**src/rtl/board_controller.sv**
```systemverilog
// Tic-tac-toe game-state owner: holds X/O occupancy, arbitrates AI and human
// moves, enforces legality and turn order, and reports win/draw status.
module board_controller #(
  parameter int AI_DELAY = 4
) (
  input  logic       clk,
  input  logic       rst,
  input  logic       start,
  input  logic [8:0] player_move,
  input  logic       player_valid,
  input  logic [8:0] ai_move,
  output logic [8:0] x_state,
  output logic [8:0] o_state,
  output logic       human_turn,
  output logic       game_over,
  output logic [1:0] winner,
  output logic       move_err,
  output logic       ai_fallback,
  output logic [2:0] dbg_state
);

  localparam int CW = (AI_DELAY > 1) ? $clog2(AI_DELAY) : 1;
  localparam logic [CW-1:0] CNT_LOAD = CW'(AI_DELAY - 1);

  typedef enum logic [2:0] {
    S_IDLE    = 3'd0,
    S_AI_WAIT = 3'd1,
    S_CHECK_X = 3'd2,
    S_HUMAN   = 3'd3,
    S_CHECK_O = 3'd4,
    S_DONE    = 3'd5
  } state_t;

  state_t        state, state_n;
  logic [CW-1:0] cnt, cnt_n;
  logic [8:0]    x_n, o_n, occ;
  logic [1:0]    winner_n;
  logic          move_err_n, ai_fallback_n;

  // Legal = exactly one bit set, landing on an empty cell.
  function automatic logic is_legal(input logic [8:0] mv, input logic [8:0] used);
    return (mv != 9'd0) && ((mv & (mv - 9'd1)) == 9'd0) && ((mv & used) == 9'd0);
  endfunction

  // Scanning downward leaves the lowest-index empty cell as the final pick.
  function automatic logic [8:0] first_empty(input logic [8:0] used);
    logic [8:0] r;
    r = 9'd0;
    for (int i = 8; i >= 0; i--) begin
      if (!used[i]) r = 9'd1 << i;
    end
    return r;
  endfunction

  function automatic logic has_line(input logic [8:0] b);
    return (b[8] & b[7] & b[6]) | (b[5] & b[4] & b[3]) | (b[2] & b[1] & b[0]) |
           (b[8] & b[5] & b[2]) | (b[7] & b[4] & b[1]) | (b[6] & b[3] & b[0]) |
           (b[8] & b[4] & b[0]) | (b[6] & b[4] & b[2]);
  endfunction

  assign occ = x_state | o_state;

  always_comb begin
    state_n       = state;
    x_n           = x_state;
    o_n           = o_state;
    winner_n      = winner;
    cnt_n         = cnt;
    move_err_n    = 1'b0;
    ai_fallback_n = 1'b0;
    // start wins over every state and over a same-cycle player_valid.
    if (start) begin
      x_n      = 9'd0;
      o_n      = 9'd0;
      winner_n = 2'b00;
      cnt_n    = CNT_LOAD;
      state_n  = S_AI_WAIT;
    end else begin
      case (state)
        S_AI_WAIT: begin
          if (cnt == '0) begin
            if (is_legal(ai_move, occ)) begin
              x_n = x_state | ai_move;
            end else begin
              x_n           = x_state | first_empty(occ);
              ai_fallback_n = 1'b1;
            end
            state_n = S_CHECK_X;
          end else begin
            cnt_n = cnt - CW'(1);
          end
        end
        S_CHECK_X: begin
          if (has_line(x_state)) begin
            winner_n = 2'b01;
            state_n  = S_DONE;
          end else if (occ == 9'h1ff) begin
            winner_n = 2'b11;
            state_n  = S_DONE;
          end else begin
            state_n = S_HUMAN;
          end
        end
        S_HUMAN: begin
          if (player_valid) begin
            if (is_legal(player_move, occ)) begin
              o_n     = o_state | player_move;
              state_n = S_CHECK_O;
            end else begin
              move_err_n = 1'b1;
            end
          end
        end
        S_CHECK_O: begin
          if (has_line(o_state)) begin
            winner_n = 2'b10;
            state_n  = S_DONE;
          end else if (occ == 9'h1ff) begin
            winner_n = 2'b11;
            state_n  = S_DONE;
          end else begin
            cnt_n   = CNT_LOAD;
            state_n = S_AI_WAIT;
          end
        end
        default: ;
      endcase
    end
  end

  always_ff @(posedge clk) begin
    if (rst) begin
      state       <= S_IDLE;
      cnt         <= '0;
      x_state     <= 9'd0;
      o_state     <= 9'd0;
      winner      <= 2'b00;
      move_err    <= 1'b0;
      ai_fallback <= 1'b0;
    end else begin
      state       <= state_n;
      cnt         <= cnt_n;
      x_state     <= x_n;
      o_state     <= o_n;
      winner      <= winner_n;
      move_err    <= move_err_n;
      ai_fallback <= ai_fallback_n;
    end
  end

  assign human_turn = (state == S_HUMAN);
  assign game_over  = (state == S_DONE);
  assign dbg_state  = state;

endmodule

```
**config.mk**
```make
export PLATFORM = sky130hd
export DESIGN_NAME = board_controller
export DESIGN_NICKNAME = d
export VERILOG_FILES = /design/src/rtl/board_controller.sv
export SDC_FILE = /design/constraint.sdc
export NUM_CORES = 1
export LEC_CHECK = 0
export ABC_CLOCK_PERIOD_IN_PS = 5900
export BUFFER_PORTS_ARGS = -buffer_cell sky130_fd_sc_hd__buf_2
export CORE_MARGIN = 1.5
export CORE_UTILIZATION = 30
export CTS_CLUSTER_SIZE = 30
export DETAILED_ROUTE_END_ITERATION = 8
export HOLD_SLACK_MARGIN = 0.03
export PLACE_DENSITY = 0.53
export SLEW_MARGIN = 10
export SYNTH_ARGS = -nofsm -noshare
export SYNTH_HDL_FRONTEND = slang
export SYNTH_SLANG_ARGS = --single-unit
```
**constraint.sdc**
```tcl
create_clock -name clk -period 5.9 [get_ports clk]
set_clock_uncertainty 0.1 [all_clocks]
set_input_delay 1.18 -clock clk [delete_from_list [all_inputs] [get_ports clk]]
set_output_delay 1.18 -clock clk [all_outputs]
set_load 0.005 [all_outputs]
```
# Word-level counts from Yosys, hierarchy flattened
# Cells that the tools add are included.
totals:
  ff_bits: 27
  latchBits: 0
  mem_bits_rw: 0
  mem_bits_ro: 0
  in_bits: 22
  out_inout_bits: 27
  word_cells: 141
  memories: 0
classes:
  n_addsub: 3
  multipliers: 0
  div: 0
  order_cmp: 0
  eq_ne: 15
  shift: 0
  muxes: 34
  bitwise_logic: 58
  n_reduce_logical: 23
ops:
  columns: ["operator", "count"]
  rows:
  - ["9-bit two-way mux", 14]
  - ["9-bit bitwise AND", 4]
  - ["9-bit logical NOT", 4]
  - ["9-bit OR", 4]
  - ["1-bit bitwise AND", 32]
  - ["3-bit two-way mux", 7]
  - ["9-bit nonzero test", 2]
  - ["9-bit by 1-bit subtractor with 9-bit output, second input constant", 2]
  - ["3-bit inequality test, second input constant", 5]
  - ["2-bit two-way mux", 7]
  - ["1-bit OR", 14]
  - ["3-bit one-hot mux with 4 select lines", 1]
  - ["4-bit AND reduction", 3]
  - ["9-bit equality test, second input constant", 1]
  - ["2-bit one-hot mux with 2 select lines", 2]
  - ["4-bit OR reduction", 2]
  - ["3-bit by 2-bit equality test with 1-bit output, second input constant", 2]
  - ["3-bit equality test, second input constant", 2]
  - ["5-bit nonzero test", 1]
  - ["1-bit logical AND", 4]
  - ["2-bit inequality test, second input constant", 2]
  - ["1-bit NOT", 4]
  - ["4-bit nonzero test", 1]
  - ["3-bit by 1-bit equality test with 1-bit output, second input constant", 1]
  - ["other kinds (10)", 12]

# Longest topological paths before layout
# Gate-level depths: netlist (run 1).
depth:
  depth_word: 16
  mapped_depth: 8

# Worst setup path before layout (run 1)
# Ideal clock, no wire load.
synth_path:
  path_type: "input port to flip-flop"
  from: "input port player_move[4]"
  to: "register state[2], in the netlist dbg_state[2]"
  setup_ps: 66
  arrival_ps: 3079
  slack_ps: 2655
  path_stages: 8
  n_path_buf: 2
  path_cell_list: "or4_1 > buf_2 > o31a_1 > or4_4 > nor3_4 > buf_6 > a21oi_2 > a21oi_2"
synth_via:
  elab_chain_len: 7
  word_cells_on_any_way: 10
synth_lines:
  columns: ["item", "line", "source"]
  rows:
  - ["start, declared", "9", "input logic [8:0] player_move,"]
  - ["9-bit by 1-bit subtractor with 9-bit output", "42", "return (mv != 9'd0) && ((mv & (mv - 9'd1)) == 9'd0) && ((mv & used) == 9'd0);"]
  - ["9-bit bitwise AND", "42", null]
  - ["9-bit logical NOT", "42", null]
  - ["1-bit logical AND", "42", null]
  - ["1-bit logical AND *", "42", null]
  - ["2-bit by 1-bit inequality test with 1-bit output (no source line) *", null, null]
  - ["4-bit AND reduction (no source line) *", null, null]
  - ["end signal, assigned", "141", "state <= state_n;"]
  - ["end, declared", "34", "state_t state, state_n;"]
# Mark *: on every way between the ends. The rest lies on a longest branch, timed or not.
# A chain may end at the register's enable or synchronous reset.

# Worst setup path after layout (run 1)
layout_path:
  from: "input port ai_move[0]"
  to: "register x_state[4]"
layout_via:
  elab_chain_len: 6
  word_cells_on_any_way: 9
layout_lines:
  columns: ["item", "line", "source"]
  rows:
  - ["start, declared", "11", "input logic [8:0] ai_move,"]
  - ["9-bit by 1-bit subtractor with 9-bit output", "42", null]
  - ["9-bit bitwise AND", "42", null]
  - ["9-bit logical NOT", "42", null]
  - ["1-bit logical AND", "42", null]
  - ["1-bit logical AND *", "42", null]
  - ["9-bit two-way mux *", "82", "if (is_legal(ai_move, occ)) begin"]
  - ["end signal, assigned", "143", "x_state <= x_n;"]
  - ["end, declared", "12", "output logic [8:0] x_state,"]
# Marks and branches as above.

==> flow_metrics.tcl, run 1 <==
set metrics [dict create \
    dp_hpwl_um 3800 \
    clock_sinks 27 \
    antenna_found_initial 0 \
    tns_ns 0 \
    critPathCaptureType "flop" \
    holdCritPathClass "flop to flop" \
    slew-limit-headroom 0.314 \
    wire_per_inst_um 16.6 \
    reg2reg_depth 6 \
    synth_top_area_cell "dfxtp_1" \
    cts_tree "yes" \
    post-cts-setup-buffers 0 \
    cts_resized 0 \
    num_rows 27 \
    finalSetupViolCount 0 \
    whs_endpoint "winner[0]" \
    cts_buffers 3 \
    clockBufferDepth 2 \
    path_max_fanout 13 \
    syn_avg_cell_area_um2 8.09 \
    n_fill_cell 611 \
    die_w_um 78.9 \
    gp_congestion 0.814 \
    ys_types 55 \
    post-route-min-period_ns 3.45 \
    finalCritPeriodShare 0.585 \
    tightest_slew_ns 1.03 \
    dp_slack_ns 2.19 \
    r2r-end "x_state[4]" \
    post-route-drc-count 0 \
    crit_arrival_ns 3.52 \
    antenna_left 0 \
    start_util 0.312 \
    synthTopCellsByArea "dfxtp_1 (31%), a32o_1 (6.4%), o21ai_0 (4.6%)" \
    numPortBuffers 48 \
    initialDrtViolationCount 117 \
    p_leak_uw 0.000841 \
    cp.required_ns 5.97 \
    power_density_nw_per_um2 170 \
    grt_pass1_vias 1821 \
    clock-root-buffer "clkbuf_8" \
    worstSetupPathType "input port to flop" \
    grt_overflow_total 0 \
    htreeDepth 1 \
    dp_cells 321 \
    ios 49 \
    num-nets-final 277 \
    synth_cells 214 \
    fin_ws_ns 2.45 \
    insertion_delay_ns 0.28 \
    status "completed" \
    firstDrtPassIters 4 \
    grt_use_total 0.179 \
    ys_seq_elements 27 \
    hold_buffers 0 \
    synth_top_cell_area_share 0.312 \
    min_delay_path_depth 1 \
    rsz0062_at_grt "false" \
    grt_first_pass_wirelength_um 8970 \
    grt_max_degree 24 \
    cap_violations 0 \
    die_h_um 78.9 \
    diodes 0 \
    synth_edf_count 0 \
    coreArea_um2 5540 \
    wirelength_um 5400 \
    syn_area_um2 1730 \
    startpoint_type "input port" \
    drive_above_1_share 0.233 \
    synth-main-ff-cell "dfxtp_1" \
    dieArea_um2 6230 \
    viasPerCell 5.76 \
    syn_nets 237 \
    max_freq_mhz 290 \
    dpl-instance-area_um2 2010 \
    final_cells 325 \
    num_vias 1872 \
    final_area_um2 2050 \
    syn_to_final_growth_pct 18.6 \
    hold_violations 0 \
    clk_pin_slew_ns 0.10 \
    slew_violations 0 \
    synthArstFlopShare 0 \
    ir_drop_v 0.0000771 \
    hold_start "winner[0]" \
    ys_warn_count 0 \
    rrSetupSlack_ns 3.14 \
    r2r_start "o_state[2]" \
    yosysSeqAreaShare 0.312 \
]
## final cells by class
type,count,area (µm²),area share
clock buffers,4,45.0,0.0220
well taps,72,90.1,0.0439
repair buffers,49,248,0.121
multi-input cells,165,1100,0.535
inverters,8,30.0,0.0146
flip-flops and latches,27,541,0.263
## cells by family after synthesis
kind of cell             count (synthesis)  synth area share
buffers and inverters                   22            0.0528
XOR/XNOR                                 1           0.00506
flip-flops                              27             0.312
multiplexers                             3            0.0174
AND/OR/NAND/NOR                         71             0.220
adder cells (fa/ha/maj)                  1           0.00723
AO/OA/AOI/OAI                           89             0.385
## layer usage
layer | global-route usage | vias up | wire length, µm
li1 | - | 922 | -
met1 | 0.248 | 888 | 2680
met2 | 0.297 | 58 | 2460
met3 | 0.0115 | 4 | 201
met4 | 0.0526 | 0 | 60
met5 | 0 | - | 0
## where the power goes
part / switching (µW) / internal [µW]
clock: 63.0 / 48.6
combinational: 28.1 / 19.7
sequential: 4.01 / 185
## worst max-delay path by stage
stage	slack [ns]	depth (start not counted)	startpoint	end
after global placement	2.21	7	ai_move[0]	x_state[4]
after floorplan	2.66	8	player_move[4]	dbg_state[2]
after detailed placement	2.19	7	ai_move[0]	x_state[4]
final	2.45	7	ai_move[0]	x_state[4]
after global routing	2.22	7	ai_move[1]	x_state[4]
after CTS	2.47	7	ai_move[0]	x_state[4]
## metrics by stage
step | hold WS (ns) | total power (µW) | util
floorplan | 0.364 | 219 | -
detailed placement | 0.355 | 240 | 0.362
global route | 0.446 | 366 | 0.370
finish | 0.395 | 348 | 0.370
CTS | 0.387 | 350 | 0.370
global placement | 0.350 | 240 | 0.362
## synthesized netlist by cell type, types with 3 or more instances
cell and instances:
nor3_1 13, o31ai_1 4, o21ai_1 3, a22oi_1 4, dfxtp_1 27, nor2_1 20, a31oi_1 3, nor4_1 3
nand2_1 10, a21o_1 3, a22o_1 8, o21ai_0 16, inv_1 8, a21oi_1 5, mux2i_1 3, a32o_1 11
and3_1 5, nand3_1 3, nor4b_1 3, o22ai_1 4, clkbuf_1 11, o211ai_1 3
## placed cells by master (no fill, tap or decap), drive strengths merged, types with 4 or more instances in the layout
cell    netlist  final
a22o          8      8
a32o         11     11
a22oi         4      4
clkbuf       11      4
nor2         20     20
and3          5      5
o31ai         4      4
o22ai         4      4
dfxtp        27     27
buf           3     49
nand2        10     10
o21ai        19     19
nor3         14     14
a21oi         7      7
inv           8      8
## state kept, by name (all words and copies together) (netlist names)
name         count
ai_fallback      1
winner           2
x_state          9
dbg_state        3
move_err         1
o_state          9
cnt              2
## critical path: stages
cell and delay, ns:
buf_2 0.12, nor4_1 0.34, nand2_1 0.09, a2111o_1 0.40
a21oi_1 0.79, nor4_1 0.22, a221o_1 0.38
Note: power is estimated with default switching activity, not from simulation.
==> inputs of run 2 (changes only) <==
--- a/config.mk
+++ b/config.mk
@@ -5,7 +5,7 @@
 export SDC_FILE = /design/constraint.sdc
 export NUM_CORES = 1
 export LEC_CHECK = 0
-export ABC_CLOCK_PERIOD_IN_PS = 5900
+export ABC_CLOCK_PERIOD_IN_PS = 3300
 export BUFFER_PORTS_ARGS = -buffer_cell sky130_fd_sc_hd__buf_2
 export CORE_MARGIN = 1.5
 export CORE_UTILIZATION = 30
==> constraint.sdc (replaced) <==
create_clock -name clk -period 3.3 [get_ports clk]
set_clock_uncertainty 0.1 [all_clocks]
set_input_delay 0.66 -clock clk [delete_from_list [all_inputs] [get_ports clk]]
set_output_delay 0.66 -clock clk [all_outputs]
set_load 0.005 [all_outputs]
==> run 2 against run 1 <==
  * Worst hold slack better by 0.013 ns
  * Flip-flop and latch count unchanged
  * Combinational power up 80%
  * Routed wire length down 2.1%
  * Design area up 1.3%
  * Global-route usage up 0.12 points
  * Count of clock-buffer cells in the layout unchanged
  * Critical endpoint is now dbg_state[0]
==> flow_metrics.tcl, run 2 (synthesis gave the netlist of run 1 again) <==
set metrics [dict create \
    antenna_found_initial 0 \
    final_cells 327 \
    max_freq_mhz 363 \
    clk_pin_slew_ns 0.09 \
    htreeDepth 1 \
    startpoint_type "input port" \
    combPwrFrac 0.139 \
    n_fill_cell 616 \
    switching_share 0.269 \
    wire_per_inst_um 16.2 \
    hold_violations 0 \
    die_h_um 78.9 \
    grt_first_pass_wirelength_um 9040 \
    critPathCaptureType "flop" \
    power_density_nw_per_um2 298 \
    clock-root-buffer "clkbuf_8" \
    rsz0062_at_grt "false" \
    initialDrtViolationCount 67 \
    p_clk_frac 0.315 \
    status "completed" \
    post-route-min-period_ns 2.75 \
    coreArea_um2 5540 \
    path_cells "buf_2 > or4_1 > o31a_1 > or4_4 > nor3_4 > buf_12 > a21o_1 > a21oi_1" \
    firstDrtPassIters 4 \
    numPortBuffers 48 \
    grt_pass1_vias 1861 \
    num_rows 27 \
    grt_overflow_total 0 \
    cp.required_ns 3.37 \
    worstSetupPathType "input port to flop" \
    crit_arrival_ns 2.82 \
    gp_congestion 0.809 \
    tightest_slew_ns 0.686 \
    slew-limit-headroom 0.539 \
    power.switching_uw 166 \
    layout_common_cells "buf_2 (48), dfxtp_1 (27), nor2_1 (20)" \
    antenna_left 0 \
    min_delay_path_depth 1 \
    slowest_delay_ns 0.62 \
    viasPerCell 5.80 \
    pwr-share-seq 0.546 \
    clock_sinks 27 \
    grt_use_total 0.180 \
    syn_to_final_growth_pct 20.2 \
    grt_max_degree 23 \
    cts_tree "yes" \
    p_leak_uw 0.000854 \
    diodes 0 \
    drive_above_1_share 0.239 \
    holdCritPathClass "flop to flop" \
    num_vias 1896 \
    start_util 0.312 \
    finalSetupViolCount 0 \
    mostFrequentLayoutCell "buf_2" \
    die_w_um 78.9 \
    finalCritPeriodShare 0.835 \
    path_max_fanout 9 \
    cts_resized 0 \
    post-route-drc-count 0 \
    clockBufferDepth 2 \
    num-nets-final 279 \
    post-cts-setup-buffers 0 \
    cap_violations 0 \
    p_int_uw 453 \
    tns_ns 0 \
    fin_ws_ns 0.546 \
    insertion_delay_ns 0.27 \
    slew_violations 0 \
    ios 49 \
    crit_slowest_cell "or4_1" \
    hold_buffers 0 \
    reg2reg_depth 7 \
    cts_buffers 3 \
    dp_slack_ns 0.250 \
    dp_hpwl_um 3870 \
    wirelength_um 5290 \
    dp_cells 323 \
    ir_drop_v 0.000134 \
    dieArea_um2 6230 \
    fin_hold_ws_ns 0.409 \
]
run 2: area by class of cell:
type | count | area [µm²] | share of cell area
Tap cell | 72 | 90.1 | 0.0433
Sequential cell | 27 | 541 | 0.260
Multi-Input combinational cell | 165 | 1100 | 0.528
Inverter | 8 | 30.0 | 0.0144
Clock buffer | 4 | 45.0 | 0.0217
Timing Repair Buffer | 51 | 275 | 0.132
run 2: per-stage QoR:
step / util / area (µm²) / power [µW]
CTS: 0.375 / 2080 / 629
detailed placement: 0.367 / 2030 / 431
floorplan: - / 1730 / 391
global route: 0.375 / 2080 / 655
global placement: 0.367 / 2030 / 431
finish: 0.375 / 2080 / 619
run 2: path summary, 6_finish.rpt:
kind | endpoint | from | slack, ns
setup / recovery | dbg_state[0] | player_move[4] | 0.55
hold / removal | winner[0] | winner[0] | 0.41
hold reg to reg | winner[0] | winner[0] | 0.41
setup reg to reg | dbg_state[0] | o_state[2] | 1.05
run 2: power groups by stage:
stage               clock network (µW)  registers (µW)  logic [µW]
finish                             195             338        86.1
global placement                     0             345        86.2
floorplan                            0             341        50.1
detailed placement                   0             345        85.9
CTS                                205             338        86.2
global route                       219             339        96.1
run 2: worst max-delay path: cells and delay by family:
kind | cells | cell delay, ns
and+or+nand+nor | 3 | 1.43
AOI/OAI and AO/OA | 3 | 0.43
buffers and inverters | 2 | 0.30
run 2: metal layers:
metal  routed length [µm]  up-vias  track usage  share of wire
met2                 2470       60        0.276           0.47
met4                   14        0       0.0579         0.0026
met3                  261        2       0.0161          0.049
met5                    0        -            0              0
li1                     -      930            -              -
met1                 2540      904        0.264           0.48
